<file path="config.mk">
export PLATFORM = sky130hd
export DESIGN_NAME = fpu_issue_ctrl
export DESIGN_NICKNAME = d
export VERILOG_FILES = /design/src/rtl/fpu_issue_ctrl.sv
export SDC_FILE = /design/constraint.sdc
export NUM_CORES = 1
export LEC_CHECK = 0
export ABC_AREA = 1
export CORE_MARGIN = 8
export CORE_UTILIZATION = 41
export DETAILED_ROUTE_END_ITERATION = 7
export GPL_TIMING_DRIVEN = 1
export PLACE_DENSITY_LB_ADDON = 0.3
export SLEW_MARGIN = 15
export SYNTH_ARGS = -nofsm -noshare
export SYNTH_HDL_FRONTEND = slang
export SYNTH_SLANG_ARGS = --single-unit
</file>
<file path="constraint.sdc">
create_clock -name g_clk -period 1.75 [get_ports g_clk]
set_input_delay 0.35 -clock g_clk [delete_from_list [all_inputs] [get_ports g_clk]]
set_output_delay 0.35 -clock g_clk [all_outputs]
set_load 0.01 [all_outputs]
</file>
<file path="src/rtl/fpu_issue_ctrl.sv">
// fpu_issue_ctrl: single-entry issue stage between decode and the FPU.
// Accepts one FP request, resolves the rounding mode, drives the FPU operand,
// select and enable inputs for the op latency (extended while fpu_stall is
// high), stalls the integer pipeline and returns the result with its tag.
//
// Optional build macro: FPU_TIMEOUT_EN
//   When defined, a watchdog counts EXEC cycles; if the FPU is still stalling
//   after TIMEOUT cycles the op is retired as illegal with a canonical NaN.
//   When undefined, EXEC waits on fpu_stall indefinitely.
//
// state  | meaning
// -------+---------------------------------------------------------------
// IDLE   | ready for a request; decode and latch on req_valid
// EXEC   | FPU op in flight; latency counter running / waiting on fpu_stall
// RESP   | response held on rsp_* until the writeback handshake
module fpu_issue_ctrl #(
    parameter int XLEN     = 32,
    parameter int ADD_LAT  = 2,
    parameter int MUL_LAT  = 3,
    parameter int SQRT_LAT = 12,
    parameter int DIV_LAT  = 12,
    parameter int TIMEOUT  = 64
) (
    input  logic            g_clk,
    input  logic            g_rst_n,
    input  logic            req_valid,
    output logic            req_ready,
    input  logic [XLEN-1:0] req_a,
    input  logic [XLEN-1:0] req_b,
    input  logic [XLEN-1:0] req_c,
    input  logic [4:0]      req_sel_s,
    input  logic [4:0]      req_sel_d,
    input  logic [2:0]      req_frm,
    input  logic [2:0]      sys_rm,
    input  logic [4:0]      req_rd,
    output logic [XLEN-1:0] fpu_a,
    output logic [XLEN-1:0] fpu_b,
    output logic [XLEN-1:0] fpu_c,
    output logic [2:0]      fpu_frm,
    output logic [4:0]      fpu_sel_s,
    output logic [4:0]      fpu_sel_d,
    output logic            fpu_enable,
    input  logic [XLEN-1:0] fpu_res,
    input  logic            fpu_stall,
    output logic            stall,
    output logic            rsp_valid,
    input  logic            rsp_ready,
    output logic [XLEN-1:0] rsp_data,
    output logic [4:0]      rsp_rd,
    output logic            rsp_illegal
);

    localparam int MAX_AM  = (ADD_LAT > MUL_LAT) ? ADD_LAT : MUL_LAT;
    localparam int MAX_SD  = (SQRT_LAT > DIV_LAT) ? SQRT_LAT : DIV_LAT;
    localparam int MAX_LAT = (MAX_AM > MAX_SD) ? MAX_AM : MAX_SD;
    localparam int CNT_W   = $clog2(MAX_LAT) + 1;

    localparam logic [XLEN-1:0] CANON_NAN = XLEN'(32'h7FC0_0000);

    typedef enum logic [1:0] {
        S_IDLE = 2'd0,
        S_EXEC = 2'd1,
        S_RESP = 2'd2
    } state_t;

    state_t r_state;
    state_t w_state_nxt;

    logic [CNT_W-1:0] r_cnt;
    logic [CNT_W-1:0] w_lat_m1;
    logic [2:0]       w_rm;
    logic             w_rm_bad;
    logic             w_sel_ok;
    logic             w_illegal;
    logic             w_accept;
    logic             w_done;
    logic             w_timeout;

    logic [XLEN-1:0]  r_fpu_a;
    logic [XLEN-1:0]  r_fpu_b;
    logic [XLEN-1:0]  r_fpu_c;
    logic [2:0]       r_fpu_frm;
    logic [4:0]       r_fpu_sel_s;
    logic [4:0]       r_fpu_sel_d;
    logic             r_fpu_enable;
    logic [XLEN-1:0]  r_rsp_data;
    logic [4:0]       r_rsp_rd;
    logic             r_rsp_illegal;

    // Rounding-mode resolution and legality decode of the incoming request.
    assign w_rm      = (req_frm == 3'b111) ? sys_rm : req_frm;
    assign w_rm_bad  = (w_rm == 3'b101) || (w_rm == 3'b110) || (w_rm == 3'b111);
    assign w_sel_ok  = (req_sel_s == 5'd0) || (req_sel_s == 5'd1) || (req_sel_s == 5'd2) ||
                       (req_sel_s == 5'd4) || (req_sel_s == 5'd8);
    assign w_illegal = w_rm_bad || !w_sel_ok;

    assign w_accept  = (r_state == S_IDLE) && req_valid;
    assign w_done    = (r_state == S_EXEC) && (r_cnt == '0) && !fpu_stall;

    // Latency-minus-one for the requested op; counter reaches zero on the last cycle.
    always_comb begin
        w_lat_m1 = '0;
        case (req_sel_s)
            5'd0, 5'd1: w_lat_m1 = CNT_W'(ADD_LAT - 1);
            5'd2:       w_lat_m1 = CNT_W'(MUL_LAT - 1);
            5'd4:       w_lat_m1 = CNT_W'(SQRT_LAT - 1);
            5'd8:       w_lat_m1 = CNT_W'(DIV_LAT - 1);
            default:    w_lat_m1 = '0;
        endcase
    end

`ifdef FPU_TIMEOUT_EN
    localparam int WAIT_W = $clog2(TIMEOUT + 1);

    logic [WAIT_W-1:0] r_wait;

    // Watchdog fires at the end of the TIMEOUT-th EXEC cycle if the FPU still stalls.
    assign w_timeout = (r_state == S_EXEC) && fpu_stall && (r_wait == WAIT_W'(TIMEOUT - 1));

    // EXEC cycle counter for the watchdog, restarted on every accept.
    always_ff @(posedge g_clk or negedge g_rst_n) begin
        if (!g_rst_n) begin
            r_wait <= '0;
        end else if (w_accept) begin
            r_wait <= '0;
        end else if ((r_state == S_EXEC) && !w_timeout) begin
            r_wait <= r_wait + 1'b1;
        end
    end
`else
    logic w_unused_timeout;

    assign w_timeout        = 1'b0;
    assign w_unused_timeout = (TIMEOUT > 0);
`endif

    // State register.
    always_ff @(posedge g_clk or negedge g_rst_n) begin
        if (!g_rst_n) begin
            r_state <= S_IDLE;
        end else begin
            r_state <= w_state_nxt;
        end
    end

    // Next-state decode; illegal requests skip EXEC and respond immediately.
    always_comb begin
        w_state_nxt = r_state;
        case (r_state)
            S_IDLE: begin
                if (req_valid) begin
                    w_state_nxt = w_illegal ? S_RESP : S_EXEC;
                end
            end
            S_EXEC: begin
                if (w_done || w_timeout) begin
                    w_state_nxt = S_RESP;
                end
            end
            S_RESP: begin
                if (rsp_ready) begin
                    w_state_nxt = S_IDLE;
                end
            end
            default: w_state_nxt = S_IDLE;
        endcase
    end

    // Operand/select capture, latency countdown and response capture.
    always_ff @(posedge g_clk or negedge g_rst_n) begin
        if (!g_rst_n) begin
            r_fpu_a       <= '0;
            r_fpu_b       <= '0;
            r_fpu_c       <= '0;
            r_fpu_frm     <= '0;
            r_fpu_sel_s   <= '0;
            r_fpu_sel_d   <= '0;
            r_fpu_enable  <= 1'b0;
            r_cnt         <= '0;
            r_rsp_data    <= '0;
            r_rsp_rd      <= '0;
            r_rsp_illegal <= 1'b0;
        end else if (w_accept) begin
            r_rsp_rd <= req_rd;
            if (w_illegal) begin
                r_rsp_data    <= '0;
                r_rsp_illegal <= 1'b1;
            end else begin
                r_fpu_a       <= req_a;
                r_fpu_b       <= req_b;
                r_fpu_c       <= req_c;
                r_fpu_frm     <= w_rm;
                r_fpu_sel_s   <= req_sel_s;
                r_fpu_sel_d   <= req_sel_d;
                r_fpu_enable  <= 1'b1;
                r_cnt         <= w_lat_m1;
                r_rsp_illegal <= 1'b0;
            end
        end else if (r_state == S_EXEC) begin
            if (w_done) begin
                r_rsp_data    <= fpu_res;
                r_rsp_illegal <= 1'b0;
                r_fpu_enable  <= 1'b0;
            end else if (w_timeout) begin
                r_rsp_data    <= CANON_NAN;
                r_rsp_illegal <= 1'b1;
                r_fpu_enable  <= 1'b0;
            end else if (r_cnt != '0) begin
                r_cnt <= r_cnt - 1'b1;
            end
        end
    end

    assign req_ready   = (r_state == S_IDLE);
    assign stall       = (r_state != S_IDLE);
    assign rsp_valid   = (r_state == S_RESP);

    assign fpu_a       = r_fpu_a;
    assign fpu_b       = r_fpu_b;
    assign fpu_c       = r_fpu_c;
    assign fpu_frm     = r_fpu_frm;
    assign fpu_sel_s   = r_fpu_sel_s;
    assign fpu_sel_d   = r_fpu_sel_d;
    assign fpu_enable  = r_fpu_enable;
    assign rsp_data    = r_rsp_data;
    assign rsp_rd      = r_rsp_rd;
    assign rsp_illegal = r_rsp_illegal;

endmodule
</file>
Word level (Yosys, flattened, before mapping)
Index checks and enable logic that the tools add are counted.
W data, S select, Z words.
{"block": "op_classes", "reduce_logical": 28, "n_addsub": 1, "bitwise": 1, "n_eq_ne": 16, "muxes": 22}
{"op": "$mux W32", "n": 4}
{"op": "$mux W5", "n": 5}
{"op": "$eq A3 B3 Y1 const B", "n": 4}
{"op": "$pmux W4 S3", "n": 1}
{"op": "$logic_not A5 Y1", "n": 2}
{"op": "$ne A2 B2 Y1 const B", "n": 5}
{"op": "$reduce_and A3 Y1", "n": 3}
{"op": "$mux W2", "n": 4}
{"op": "$reduce_bool A2 Y1", "n": 4}
{"op": "$logic_or A1 B1 Y1", "n": 7}
{"op": "$mux W1", "n": 6}
{"op": "$pmux W2 S3", "n": 1}
{"op": "$eq A5 B1 Y1 const B", "n": 1}
{"op": "$eq A5 B2 Y1 const B", "n": 1}
{"op": "$eq A5 B3 Y1 const B", "n": 1}
{"op": "$eq A5 B4 Y1 const B", "n": 1}
{"op": "$reduce_bool A5 Y1", "n": 1}
{"op": "$sub A5 B1 Y5 const B", "n": 1}
{"op": "$reduce_and A2 Y1", "n": 2}
{"op": "$reduce_and A4 Y1", "n": 1}
{"op": "$reduce_or A2 Y1", "n": 2}
{"op": "$logic_and A1 B1 Y1", "n": 3}
{"op": "$mux W3", "n": 1}
{"op": "$eq A2 B1 Y1 const B", "n": 1}
{"op": "other kinds (5)", "n": 6}
{"block": "word_totals", "in_bits": 154, "out_inout_bits": 151, "wordCells": 80, "reg_bits": 155}

Depth between registers and ports, before layout
Gate-level depths: netlist of run 1.
{"block": "depth", "depth_word": 10, "ltp_mapped": 10, "ltp_nobuf": 9}

Worst setup path after synthesis of run 1
OpenSTA, ideal clock, no wires.
{"block": "synth_timing", "path_kind": "register to register", "start": "register r_cnt[0]", "end": "register r_cnt[0]", "synth_period_minus_slack_ps": 1473, "t_required_ps": 1632, "path_stages_with_launch": 8, "arrival_time_ps": 1356, "path_buffers": 0, "setup_time_ps": 118, "setup_slack_ps": 277, "cell_sequence": "dfrtp_1 > inv_1 > ha_1 > nand2_1 > o21ai_0 > nand2_1 > nand2_1 > nand2_1"}
{"block": "synth_between", "elab_chain_len": 5, "word_cells_on_any_way": 12, "classes_between": "add/sub (1); eq/ne (1); mux (4); reduce/logical (6)"}
{"element": "from (decl)", "line": "69", "text": "logic [CNT_W-1:0] r_cnt;"}
{"element": "from (signal assigned)", "line": "196", "text": "r_cnt <= w_lat_m1;"}
{"element": "from (signal assigned)", "line": "209", "text": "r_cnt <= r_cnt - 1'b1;"}
{"element": "$sub A5 B1 Y5 or $logic_not A5 Y1 (tied branches)", "line": "209, 98"}
{"element": "$mux W5 or $logic_and A1 B1 Y1 (tied branches)", "line": "208, 98"}
{"element": "$mux W5 or $logic_and A1 B1 Y1 (tied branches)", "line": "200, 98"}
{"element": "$mux W5 or $ne A2 B2 Y1 (tied branches)"}
{"element": "$mux W5 or $reduce_and A4 Y1 (tied branches)"}
Parallel ways exist; a longest one is shown, timed or not. The select of a mux whose other input is x is not followed.
A chain may end at the register's enable or synchronous reset.

Worst setup path in the final report of run 1
{"block": "layout_timing", "start": "register r_rsp_rd[1], in the netlist rsp_rd[1]", "end": "output rsp_rd[1]"}
{"element": "from (decl)", "line": "87", "text": "logic [4:0] r_rsp_rd;"}
{"element": "from (signal assigned)", "line": "184", "text": "r_rsp_rd <= req_rd;"}
{"element": "to (decl)", "line": "49", "text": "output logic [4:0] rsp_rd,"}
No word-level cell between the ends.

==> results of run 1 <==
-- timing repair --
item                       4_1_cts  5_1_grt
hold endpoints to repair        40        0
pin swaps                        0        1
setup endpoints to repair        5       29
gates resized for setup          6        7
hold buffers                     1        0
-- flip-flops by register name, summed over array words and instances (netlist names) --
register,flops
fpu_b,32
fpu_a,32
fpu_frm,3
rsp_rd,5
fpu_c,32
fpu_sel_d,5
rsp_data,32
r_cnt,5
rsp_illegal,1
fpu_sel_s,5
fpu_enable,1
r_state,2
-- synth_stat cells (all sizes together) --
| master | count | area [um^2] |
|---|---|---|
| dfrtp | 155 | 3880 |
| nor2 | 11 | 53.8 |
| xor2 | 1 | 8.76 |
| buf | 23 | 213 |
| o21ai | 114 | 683 |
| clkbuf | 8 | 30.0 |
| a31oi | 2 | 12.5 |
| inv | 126 | 473 |
| o21a | 1 | 7.51 |
| a21oi | 2 | 10.0 |
| nand2 | 251 | 947 |
| nand3 | 14 | 87.6 |
| ha | 2 | 25.0 |
| nand4 | 1 | 6.26 |
-- worst min path at each step --
stage,start,end,slack (ps),cells after the start
after floorplan,g_rst_n,fpu_a[0],50,0
after global placement,g_rst_n,fpu_c[24],310,1
after detailed placement,g_rst_n,rsp_data[8],320,1
after CTS,g_rst_n,fpu_c[24],440,2
after global routing,fpu_res[0],rsp_data[0],450,3
final,g_rst_n,fpu_c[24],430,2
-- final cells by class --
class | count | area (um^2)
Inverter | 126 | 473
Multi-Input combinational cell | 399 | 1850
Tap cell | 216 | 270
Fill cell | 1267 | 4950
Timing Repair Buffer | 343 | 3520
Clock inverter | 11 | 191
Sequential cell | 155 | 3880
Clock buffer | 21 | 460
-- cells by family after synthesis --
family / after synthesis / share of synthesized area [%]
adders and majority gates: 2 / 0.389
xor gates and xnor gates: 1 / 0.136
AOI/OAI and AO/OA: 119 / 11.1
and+or+nand+nor: 277 / 17.0
DFF: 155 / 60.3
buffers and inverters: 157 / 11.1
-- cell usage in the layout, fill, tap and decap left out, types with 8 or more instances in the layout --
| cell type | n |
|---|---|
| sky130_fd_sc_hd__nand2_1 | 248 |
| sky130_fd_sc_hd__nor2_1 | 8 |
| sky130_fd_sc_hd__dfrtp_1 | 155 |
| sky130_fd_sc_hd__o21ai_1 | 78 |
| sky130_fd_sc_hd__nand3_1 | 11 |
| sky130_fd_sc_hd__clkbuf_16 | 17 |
| sky130_fd_sc_hd__o21ai_2 | 30 |
| sky130_fd_sc_hd__buf_4 | 24 |
| sky130_fd_sc_hd__clkdlybuf4s50_1 | 293 |
| sky130_fd_sc_hd__inv_1 | 125 |
| sky130_fd_sc_hd__buf_12 | 14 |
-- report_power, final --
part	switching (W)	internal (W)	leakage, nW
clock network	0.00144	0.00261	0.309
registers	0.000718	0.00492	2.00
logic	0.00262	0.00337	3.11
total	0.00477	0.0109	5.42
-- through the flow --
step	utilization (%)	hold slack, ps	setup WS (ps)
after floorplan	-	54.4	277
after global placement	63.9	314	-284
after detailed placement	63.9	318	-310
after CTS	68.1	441	7.78
after global routing	68.3	454	0.483
final	68.3	429	43.9
-- layer usage --
metal	up-vias	wire length, um	GRT usage, %
li1	2813	-	-
met1	2568	7560	22.3
met2	209	9250	32.1
met3	35	1830	7.69
met4	0	588	9.39
met5	-	0	0
==> reports/qor_table.md, run 1 <==
| Step | Parameter | Reported |
| --- | --- | --- |
| final layout | Final Instance Area | 0.0106 mm^2 |
| worst setup path | Worst-path cell chain | clkdlybuf4s50_1 |
| timing | Final hold vios | 0 |
| routing | Wire length per cell after detailed routing | 15.1 um |
| timing | Worst slew slack as a fraction of its limit | 69.7% |
| worst setup path | Register-to-Register Setup Slack | 170 ps |
| power and ir drop | Overall power of the completed layout | 0.0157 W |
| die | Y dimension of the die | 141 um |
| worst setup path | Cell depth of the worst setup path | 1 |
| synth | Ys Warns | 0 |
| clocking | Clock edge transition at the registers on the reported setup and hold paths | 60 ps |
| power and ir drop | Peak supply drop | 0.821 mV |
| timing | Highest clock rate | 0.586 GHz |
| timing | Sum of negative setup slack | 0 ps |
| worst setup path | Kind of end point of the critical path | output pin |
| clocking | Bufs on Longest Clock Path | 2 |
| synth | Number of nets in the synthesized netlist | 867 |
| routing | Total wirelength of the detailed-routed design | 19200 um |
| worst setup path | Worst EP arrival | 1360 ps |
| global routing | Number of antenna violations at the first check in global routing | 0 |
| synth | Count of mapped cells out of synthesis | 711 |
| clocking | TritonCTS Sinks | 155 |
| worst setup path | Sum of buffers and inverters on the critical path | 1 |
| die | Standard-cell rows | 46 |
| timing | Final Setup Violations | 0 |
| final layout | Share of cells above drive strength 1 | 10.3% |
| die | Width of the die | 141 um |
| worst setup path | Longest individual stage delay on the worst path | 580 ps |
| global routing | Vias in the first global route | 5724 |
| worst setup path | R2R cell count | 10 |
| final layout | Count of non-filler cells in the finished layout | 1271 |
| placement | Half-perimeter wire length after placement | 14800 um |
| power and ir drop | Areal power density over the cells | 1470 mW/mm^2 |
| final layout | Antenna diode instance count | 0 |
| worst setup path | Kind of launch point of the worst setup path | register |
| global routing | Global route overflow | 0 |
| global routing | First-pass GRT wire length | 30400 um |
| placement | Area after detailed placement | 0.00997 mm^2 |
| synth | Syn avg cell area | 9.05 um^2 |
| clocking | Insertion delay of the later-clocked pin in the worst-skew pair | 410 ps |
| placement | Weighted congestion at the end of routability-driven global placement | 0.790 |
| routing | Number of remaining DRC errors | 0 |
| routing | Initial DRC count | 249 |
| worst setup path | Critical Setup Path Class | register to output pin |
| global routing | Overall Global Routing Usage | 19.6% |
| status | Status | complete, no violations |
| clocking | Clock tree from TritonCTS | yes |
| die | DIE AREA | 0.0200 mm^2 |
| clocking | Number of CTS-inserted buffers | 17 |
| routing | DR pass1 iterations | 4 |
| synth | Cell area after synthesis | 0.00644 mm^2 |
| clocking | Post-CTS Setup Inserts | 0 |
| routing | Number of nets with antenna violations after detailed routing | 0 |
| job | Total of max-cap violations | 0 |
| worst setup path | Slowest-stage cell, CP | sky130_fd_sc_hd__clkdlybuf4s50_1 |
| timing | Setup repair after global routing missed its margin | no |
| synth | Part of the Yosys area used for sequential elements | 60.3% |
| die | Floorplan Core Area | 0.0156 mm^2 |
| worst setup path | Launching element of the worst setup path | rsp_rd[1] |
| worst setup path | Origin of the critical flop-to-flop path | r_cnt[1] |
| clocking | Library cell used as clock root buffer | sky130_fd_sc_hd__clkbuf_16 |
| routing | Detail-routed via count per cell | 4.43 |
| synth | Post-synthesis register bit count | 155 |
| placement | Inst Count DP | 1238 |
| timing | Slew Viols, Final | 0 |
| die | Io pins | 305 |
| placement | Count of port buffers added during placement | 304 |
| hold path | Class of the worst hold path | input port to async pin |
| worst setup path | Largest fanout of any net on the critical path | 2 |
| timing | Worst setup skew after layout | 4.61 ps |
| timing | Least-Margin Pin Slew | 455 ps |
| worst setup path | Worst setup endpoint | rsp_rd[1] |
| synth | Count of distinct cell types in the synthesized netlist | 24 |
| worst setup path | Reg-to-Reg End | rsp_data[11] |
| timing | Post-route clock period utilization | 97.5% |
| timing | Final period demand of the worst path | 1710 ps |
| worst setup path | Crit path required time | 1400 ps |
| worst setup path | Crit-path leading delay family | buffers and inverters |
| die | Starting utilization of the core area | 41.3% |
| power and ir drop | Leakage power figure | 5.42 nW |
| final layout | Number of nets in the layout | 1198 |
| final layout | Layout overhead on the synthesized area | 65.5% |
| global routing | Largest net degree at the start of global routing | 45 |
| routing | Number of vias in the routed layout | 5625 |
| clocking | Maximum level of the CTS H-tree | 4 |
(Power assumes the default switching activity.)
==> run 2, diff against run 1 <==
CORE_ASPECT_RATIO = 0.7   (was not set)
MAX_ROUTING_LAYER = met4   (was not set)
==> run 2 against run 1 <==
Register-to-register slack barely moved. Global-route usage down 0.33 points. Clock skew rose by 4.8 ps. Utilization down 0.064 points. Count of clock-buffer cells in the layout fell by 2. Non-clock buffer count is 5 lower. Design area decreased by 1.3%. Largest power group unchanged. Combinational power down 0.7%. Critical path depth unchanged. Maximum frequency grew 1.4%. Sequential share of layout area up 0.49 points. Largest cell class unchanged.
==> reports/qor_table.md, run 2 (synthesis gave the netlist of run 1 again) <==
| Step | Parameter | Reported |
| --- | --- | --- |
| status | Status | complete, no violations |
| die | DIE AREA | 0.0200 mm^2 |
| worst setup path | Longest individual stage delay on the worst path | 580 ps |
| timing | Post-route worst setup slack | 68.0 ps |
| global routing | Overall Global Routing Usage | 19.3% |
| routing | Initial DRC count | 325 |
| final layout | Number of nets in the layout | 1193 |
| worst setup path | Largest fanout of any net on the critical path | 2 |
| hold path | Class of the worst hold path | input port to async pin |
| global routing | Global route overflow | 0 |
| routing | Number of nets with antenna violations after detailed routing | 0 |
| power and ir drop | Leakage power figure | 5.29 nW |
| placement | Count of port buffers added during placement | 304 |
| timing | Final hold vios | 0 |
| routing | Number of vias in the routed layout | 5523 |
| routing | Total wirelength of the detailed-routed design | 19000 um |
| timing | Post-route clock period utilization | 96.1% |
| timing | Slew Viols, Final | 0 |
| die | Standard-cell rows | 38 |
| power and ir drop | Peak supply drop | 1.05 mV |
| final layout | Antenna diode instance count | 0 |
| final layout | Share of cells above drive strength 1 | 10.0% |
| clocking | Library cell used as clock root buffer | sky130_fd_sc_hd__clkbuf_16 |
| routing | Number of remaining DRC errors | 0 |
| worst setup path | Kind of launch point of the worst setup path | register |
| worst setup path | Crit path required time | 1400 ps |
| worst setup path | Reg-to-Reg End | rsp_data[16] |
| global routing | Number of antenna violations at the first check in global routing | 0 |
| clocking | Clock tree from TritonCTS | yes |
| final layout | Most frequent standard cell in the layout excluding fill and tap cells | sky130_fd_sc_hd__clkdlybuf4s50_1 |
| die | Starting utilization of the core area | 41.8% |
| worst setup path | Crit-path leading delay family | buffers and inverters |
| timing | Highest clock rate | 0.595 GHz |
| timing | Worst slew slack as a fraction of its limit | 77.8% |
| clocking | Maximum level of the CTS H-tree | 4 |
| worst setup path | Worst EP arrival | 1330 ps |
| timing | Final period demand of the worst path | 1680 ps |
| timing | Worst Hold Slack | 386 ps |
| power and ir drop | Areal power density over the cells | 1460 mW/mm^2 |
| die | Floorplan Core Area | 0.0154 mm^2 |
| worst setup path | Sum of buffers and inverters on the critical path | 1 |
| die | Y dimension of the die | 121 um |
| job | Total of max-cap violations | 0 |
| clocking | Bufs on Longest Clock Path | 2 |
| global routing | Vias in the first global route | 5607 |
| worst setup path | R2R cell count | 10 |
| placement | Inst Count DP | 1215 |
| final layout | Layout overhead on the synthesized area | 63.3% |
| routing | Detail-routed via count per cell | 4.42 |
| placement | Weighted congestion at the end of routability-driven global placement | 0.789 |
| placement | Half-perimeter wire length after placement | 14400 um |
| worst setup path | Worst-path cell chain | clkdlybuf4s50_1 |
| timing | Sum of negative setup slack | 0 ps |
| clocking | Number of CTS-inserted buffers | 17 |
| timing | Setup repair after global routing missed its margin | no |
| die | Io pins | 305 |
| final layout | Commonest cells after routing, fill and taps aside | sky130_fd_sc_hd__clkdlybuf4s50_1, sky130_fd_sc_hd__nand2_1, sky130_fd_sc_hd__dfrtp_1, sky130_fd_sc_hd__inv_1, sky130_fd_sc_hd__o21ai_1 |
| clocking | Insertion delay of the later-clocked pin in the worst-skew pair | 410 ps |
| worst setup path | Register-to-Register Setup Slack | 160 ps |
| worst setup path | Kind of end point of the critical path | output pin |
| timing | Worst setup skew after layout | 9.37 ps |
| timing | Final Setup Violations | 0 |
| global routing | Largest net degree at the start of global routing | 53 |
| worst setup path | Critical Setup Path Class | register to output pin |
| clocking | Clock edge transition at the registers on the reported setup and hold paths | 70 ps |
| worst setup path | Slowest-stage cell, CP | sky130_fd_sc_hd__clkdlybuf4s50_1 |
| placement | Place WS | -315 ps |
| clocking | TritonCTS Sinks | 155 |
| die | Width of the die | 166 um |
| routing | DR pass1 iterations | 4 |
| timing | Least-Margin Pin Slew | 333 ps |
| worst setup path | Origin of the critical flop-to-flop path | r_cnt[1] |
| global routing | First-pass GRT wire length | 30200 um |
| final layout | Count of non-filler cells in the finished layout | 1249 |
| routing | Wire length per cell after detailed routing | 15.2 um |
## run 2: through the flow
stage	power [W]	area (um^2)	util [%]
after floorplan	0.00796	6440	-
after global placement	0.0116	9860	64.0
after detailed placement	0.0117	9860	64.0
after CTS	0.0156	10500	67.9
after global routing	0.0163	10500	68.2
final	0.0153	10500	68.2
## run 2: worst max path at each step
stage / depth (start not counted) / to / startpoint
after floorplan: 7 / r_cnt[0] / r_cnt[0]
after global placement: 10 / r_cnt[0] / req_sel_s[3]
after detailed placement: 10 / r_cnt[3] / req_sel_s[3]
after CTS: 1 / fpu_enable / fpu_enable
after global routing: 1 / fpu_b[9] / fpu_b[9]
final: 1 / fpu_c[3] / fpu_c[3]
## run 2: per-layer routing
metal / GRT usage, % / up-vias / share of wire [%] / wire [um]
met3: 6.42 / 16 / 6.1 / 1160
met1: 22.7 / 2558 / 43 / 8270
met5: - / - / 0 / 0
met2: 31.0 / 153 / 49 / 9280
li1: - / 2796 / - / -
met4: 6.40 / 0 / 1.7 / 326
## run 2: area by class of cell
| type | count | area [um^2] |
|---|---|---|
| fillers | 1198 | 4900 |
| repair buffers | 338 | 3460 |
| clock inverters | 12 | 164 |
| multi-input cells | 399 | 1850 |
| well taps | 200 | 250 |
| clock buffers | 19 | 433 |
| flip-flops and latches | 155 | 3880 |
| inverters | 126 | 473 |
## run 2: what timing repair did
item	4_1_cts	5_1_grt
hold endpoints to repair	31	0
gates cloned	0	1
hold buffers	1	0
buffers inserted	0	1
resized for setup	3	6
endpoints found under the setup margin	3	44
## run 2: report_power, final
group          leakage [nW]  total, W  switching [W]  internal, W
Combinational          3.02   0.00594        0.00259      0.00336
Sequential             2.00   0.00564       0.000725      0.00492
Clock                 0.277   0.00374        0.00149      0.00226
Total                  5.29    0.0153        0.00480       0.0105
